==> config.mk <==
export PLATFORM = sky130hd
export DESIGN_NAME = muldiv_sequencer
export DESIGN_NICKNAME = d
export VERILOG_FILES = /design/src/rtl/muldiv_sequencer_pkg.sv /design/src/rtl/muldiv_step.sv /design/src/rtl/muldiv_sequencer.sv
export SDC_FILE = /design/constraint.sdc
export NUM_CORES = 1
export LEC_CHECK = 0
export ABC_AREA = 1
export BUFFER_PORTS_ARGS = -buffer_cell sky130_fd_sc_hd__buf_2
export CORE_MARGIN = 5
export CORE_UTILIZATION = 30
export CTS_CLUSTER_DIAMETER = 80
export DETAILED_ROUTE_END_ITERATION = 10
export GPL_ROUTABILITY_DRIVEN = 0
export PLACE_DENSITY = 0.58
export SLEW_MARGIN = 20
export SYNTH_ARGS = -nofsm -noshare
export SYNTH_HDL_FRONTEND = slang
export SYNTH_SLANG_ARGS = --single-unit
==> constraint.sdc <==
create_clock -name clk -period 6.93 [get_ports clk]
set_input_delay 0.3465 -clock clk [delete_from_list [all_inputs] [get_ports clk]]
set_output_delay 0.3465 -clock clk [all_outputs]
set_load 0.05 [all_outputs]
==> src/rtl/muldiv_sequencer_pkg.sv <==
// Shared definitions for the multiply/divide sequencer: ALU op codes,
// FSM state encoding and datapath step mode.
package muldiv_sequencer_pkg;

  // Must match the ALU control unit encoding
  localparam logic [4:0] OP_MULT = 5'd14;
  localparam logic [4:0] OP_DIV  = 5'd13;

  typedef enum logic [1:0] {
    IDLE,
    MUL,
    DIV,
    SIGN
  } state_t;

  typedef enum logic {
    MODE_MUL,
    MODE_DIV
  } mode_t;

endpackage

==> src/rtl/muldiv_step.sv <==
// Single iteration of the unsigned multiply/divide loop.
// mul: acc = {partial_hi, multiplier_remaining}; add |b| if lsb set, shift right.
// div: acc = {remainder, quotient}; shift left, trial-subtract |b|, restore if negative.
module muldiv_step
  import muldiv_sequencer_pkg::*;
#(
  parameter int unsigned WIDTH = 32
) (
  input  mode_t                mode,
  input  logic [2*WIDTH-1:0]   acc,
  input  logic [WIDTH-1:0]     babs,
  output logic [2*WIDTH-1:0]   acc_next
);

  logic [WIDTH:0]     sum;
  logic [WIDTH:0]     trial;
  logic [2*WIDTH-1:0] shl;

  // Both step flavours computed in parallel; mode selects the result
  always_comb begin
    sum   = {1'b0, acc[2*WIDTH-1:WIDTH]} + (acc[0] ? {1'b0, babs} : {(WIDTH+1){1'b0}});
    shl   = {acc[2*WIDTH-2:0], 1'b0};
    trial = {1'b0, shl[2*WIDTH-1:WIDTH]} - {1'b0, babs};
    if (mode == MODE_MUL) begin
      acc_next = {sum, acc[WIDTH-1:1]};
    end else if (trial[WIDTH]) begin
      // Trial went negative: restore, quotient bit stays 0
      acc_next = shl;
    end else begin
      acc_next = {trial[WIDTH-1:0], shl[WIDTH-1:1], 1'b1};
    end
  end

endmodule

==> src/rtl/muldiv_sequencer.sv <==
// Iterative signed multiply/divide sequencer owning the HI/LO register pair.
// Operands are converted to magnitudes at accept, iterated WIDTH times, and
// sign-corrected in a final SIGN cycle that commits HI/LO.
module muldiv_sequencer
  import muldiv_sequencer_pkg::*;
#(
  parameter int unsigned WIDTH = 32
) (
  input  logic             clk,
  input  logic             rst,
  input  logic             start,
  input  logic [4:0]       op,
  input  logic [WIDTH-1:0] a,
  input  logic [WIDTH-1:0] b,
  output logic             busy,
  output logic             done,
  output logic             div_by_zero,
  output logic [WIDTH-1:0] hi,
  output logic [WIDTH-1:0] lo
);

  localparam int unsigned CW = $clog2(WIDTH + 1);

  state_t             state;
  logic [CW-1:0]      count;
  logic [2*WIDTH-1:0] acc;
  logic [2*WIDTH-1:0] acc_next;
  logic [WIDTH-1:0]   babs;
  logic               sa;
  logic               sb;
  logic               is_div;

  logic [WIDTH-1:0]   a_abs;
  logic [WIDTH-1:0]   b_abs;
  logic [2*WIDTH-1:0] prod;
  logic [WIDTH-1:0]   quo;
  logic [WIDTH-1:0]   rem;
  mode_t              mode;

  assign busy = (state != IDLE);
  assign mode = (state == DIV) ? MODE_DIV : MODE_MUL;

  // Operand magnitudes and sign-corrected results
  always_comb begin
    a_abs = a[WIDTH-1] ? -a : a;
    b_abs = b[WIDTH-1] ? -b : b;
    prod  = (sa ^ sb) ? -acc : acc;
    quo   = (sa ^ sb) ? -acc[WIDTH-1:0] : acc[WIDTH-1:0];
    rem   = sa ? -acc[2*WIDTH-1:WIDTH] : acc[2*WIDTH-1:WIDTH];
  end

  muldiv_step #(
    .WIDTH(WIDTH)
  ) u_step (
    .mode    (mode),
    .acc     (acc),
    .babs    (babs),
    .acc_next(acc_next)
  );

  // Sequencer FSM, iteration counter and HI/LO commit
  always_ff @(posedge clk or posedge rst) begin
    if (rst) begin
      state       <= IDLE;
      count       <= '0;
      acc         <= '0;
      babs        <= '0;
      sa          <= 1'b0;
      sb          <= 1'b0;
      is_div      <= 1'b0;
      done        <= 1'b0;
      div_by_zero <= 1'b0;
      hi          <= '0;
      lo          <= '0;
    end else begin
      done <= 1'b0;
      unique case (state)
        IDLE: begin
          if (start && (op == OP_MULT || op == OP_DIV)) begin
            sa          <= a[WIDTH-1];
            sb          <= b[WIDTH-1];
            babs        <= b_abs;
            count       <= CW'(WIDTH);
            is_div      <= (op == OP_DIV);
            div_by_zero <= 1'b0;
            acc         <= {{WIDTH{1'b0}}, a_abs};
            if (op == OP_MULT) begin
              state <= MUL;
            end else if (b == '0) begin
              // Keep raw a so SIGN can return it in HI
              acc         <= {{WIDTH{1'b0}}, a};
              div_by_zero <= 1'b1;
              state       <= SIGN;
            end else begin
              state <= DIV;
            end
          end
        end
        MUL, DIV: begin
          acc   <= acc_next;
          count <= count - CW'(1);
          if (count == CW'(1)) begin
            state <= SIGN;
          end
        end
        SIGN: begin
          if (div_by_zero) begin
            hi <= acc[WIDTH-1:0];
            lo <= '1;
          end else if (is_div) begin
            hi <= rem;
            lo <= quo;
          end else begin
            hi <= prod[2*WIDTH-1:WIDTH];
            lo <= prod[WIDTH-1:0];
          end
          done  <= 1'b1;
          state <= IDLE;
        end
        default: state <= IDLE;
      endcase
    end
  end

endmodule

==> results.ini <==
[clock_network]
cts-resized-gates = 0
post-cts-setup-buffers = 0
clock-sinks = 173
insertion_delay_ns = 0.51
numCtsBuffers = 17
cts_buffer_depth = 2
htree_levels = 4
ctsRootBufferMaster = clkbuf_16
cts_tree = built
clk_pin_slew_ns = 0.07
cts_hold_buffers = 0

[pwr]
leakagePower_nw = 10.8
internal_power_mw = 4.25
ir_worst_vdd_uv = 240
seqPwrFrac_pct = 21.4
combPwrFrac_pct = 69.4
p_total_mw = 10.8
pwr-share-clk_pct = 9.1
p_sw_mw = 6.58
p_per_area_mw_per_mm2 = 544
swShare_pct = 60.7

[synthesis]
yosysTopAreaCellShare_pct = 24.1
async_flop_share_pct = 100
synthFlopType = dfrtp_1
synth_edf_count = 0
yosysSeqAreaShare_pct = 24.1
synth_seq_cells = 173
syn_area_mm2 = 0.0180
synth.area.top_cells = dfrtp_1, nand2_1, inv_1, nor2_1, nand3_1
yosysWarnings = 0
yosysUniqueCellTypes = 57
avgSynthCellArea_um2 = 5.82
syn_nets = 3234
yosys.area.top_type = dfrtp_1
synthCells = 3086

[route]
drt-initial-drc-count = 1729
antenna_left = 0
route.vias.total = 19800
drt-pass1-iter-count = 6
viasPerCell = 5.02
wl_um = 69800
drc_errors = 0
wl_per_cell_um = 17.7

[die]
die_area_mm2 = 0.0649
pin_count = 139
rows = 89
die_height_um = 255
start_util_pct = 30.4
core_region_area_mm2 = 0.0591
die_w_um = 255

[placement]
portBuffers = 138
placed_cell_area_mm2 = 0.0193
place_ws_ns = 3.37
dp_hpwl_um = 55400

[timing]
maxSlewViolCount = 0
skew_ns = 0.0128
setup_tns_ns = 0
fin_crit_ns = 3.60
finalHoldViolCount = 5
fin_crit_sh_pct = 51.9
fin_hold_ws_ns = -0.0220
setup_violations = 0
timing.final.ws_setup_ns = 3.33
rsz0062_at_grt = false
max_freq_ghz = 0.278
slew_headroom_pct = 29.8
tightest_slew_ns = 1.05

[global_routing]
antenna_found_initial = 2
grt_max_degree = 108
grt.overflow.total = 0
grt_first_pass_wirelength_um = 107000
grt_pass1_vias = 18300
grt.total_usage_pct = 21.2

[worst_setup_path]
required_ns = 7.37
critPathArrivalTime_ns = 4.04
critPathMaxFanout = 35
crit_path_start_kind = flip-flop
end_kind = flip-flop
worst-r2r-setup-slack_ns = 3.33
critPathKind = reg2reg

[job]
max_cap_violations = 0

[finish]
regArea_mm2 = 0.00433
mostFrequentLayoutCells = nand2_1, inv_1, nor2_1
syn2layout_area_growth_pct = 10.8
layout_commonest_cell = nand2_1
multiInputGateArea_mm2 = 0.0115
final_area_mm2 = 0.0199
nets = 3312
fillers = 6669
final_layout_size_suffix_gt1_share_pct = 9.57

[worst_hold_path]
hold_class = in2async

[status]
status = finished, violations left
violations = negative hold slack

area by class of cell:
type | instances | area share [%]
Sequential cell | 173 | 21.8
Timing Repair Buffer | 152 | 4.00
Tap cell | 773 | 4.86
Clock buffer | 20 | 2.29
Antenna cell | 2 | 0.0251
Multi-Input combinational cell | 2368 | 58.0
Inverter | 452 | 8.57
Clock inverter | 11 | 0.534
routing by layer:
metal	GRT usage (%)	wire (um)
met5	0	0
met4	8.09	2610
met3	3.78	5210
met2	31.6	29700
met1	30.5	32300
path summary, 6_finish.rpt:
check | startpoint | end | cells past startpoint
max in group asynchronous | rst | lo[0]$_DFFE_PP0P_ | 3
worst max-delay path | state[1]$_DFFE_PP0P_ | acc[45]$_DFFE_PP0P_ | 8
worst max register to register | state[1]$_DFFE_PP0P_ | acc[45]$_DFFE_PP0P_ | 8
min in group clk | b[29] | babs[29]$_DFFE_PP0P_ | 4
worst min-delay path | rst | acc[58]$_DFFE_PP0P_ | 2
worst min register to register | hi[23]$_DFFE_PP0P_ | hi[23]$_DFFE_PP0P_ | 2
through the flow:
step           utilization (%)  instances
6_report                  33.7       3951
5_1_grt                   33.7       3951
4_1_cts                   33.7       3949
3_5_place_dp              32.7       3918
3_3_place_gp              32.7       3918
2_1_floorplan                -       3086
power by group through the flow:
stage | clock network [mW] | registers, mW | logic (mW)
floorplan | 0 | 2.48 | 5.06
global placement | 0 | 2.31 | 7.39
detailed placement | 0 | 2.30 | 7.41
CTS | 1.01 | 2.29 | 7.43
global route | 1.05 | 2.36 | 8.41
finish | 0.991 | 2.32 | 7.52
critical path, stage by stage (launching register included):
cell and delay [ns]:
dfrtp_1 0.38, inv_1 0.07, ha_1 0.92, inv_2 0.54
a21oi_4 0.87, inv_1 0.35, a31oi_1 0.24, nand3_1 0.09
nand2_1 0.06
Yosys cell counts (17+ instances only):
cell type / count
nor3_1: 24
a21oi_2: 19
o21ai_1: 25
nand3_1: 229
xor2_1: 31
clkbuf_1: 65
dfrtp_1: 173
nand3_2: 30
inv_2: 17
nand2_1: 1020
ha_1: 74
nor2_1: 379
inv_1: 434
o21ai_0: 164
nand4_1: 38
a31oi_1: 21
a21oi_1: 177
state kept, by name, summed over array words and instances, names as in the netlist:
name         cells
acc             64
babs            32
hi              32
lo              32
count            6
state            2
div_by_zero      1
done             1
is_div           1
sa               1
sb               1
cells by family (layout without fill, tap and decap cells):
family | Yosys count | after routing | synth area share (%)
buffers and inverters | 545 | 635 | 11.8
other | 0 | 2 | 0
DFF | 173 | 173 | 24.1
AOI/OAI and AO/OA | 463 | 463 | 14.4
and+or+nand+nor | 1785 | 1785 | 42.1
adders and majority gates | 76 | 76 | 5.37
xor gates and xnor gates | 44 | 44 | 2.25
Note: power is estimated with default switching activity, not from simulation.
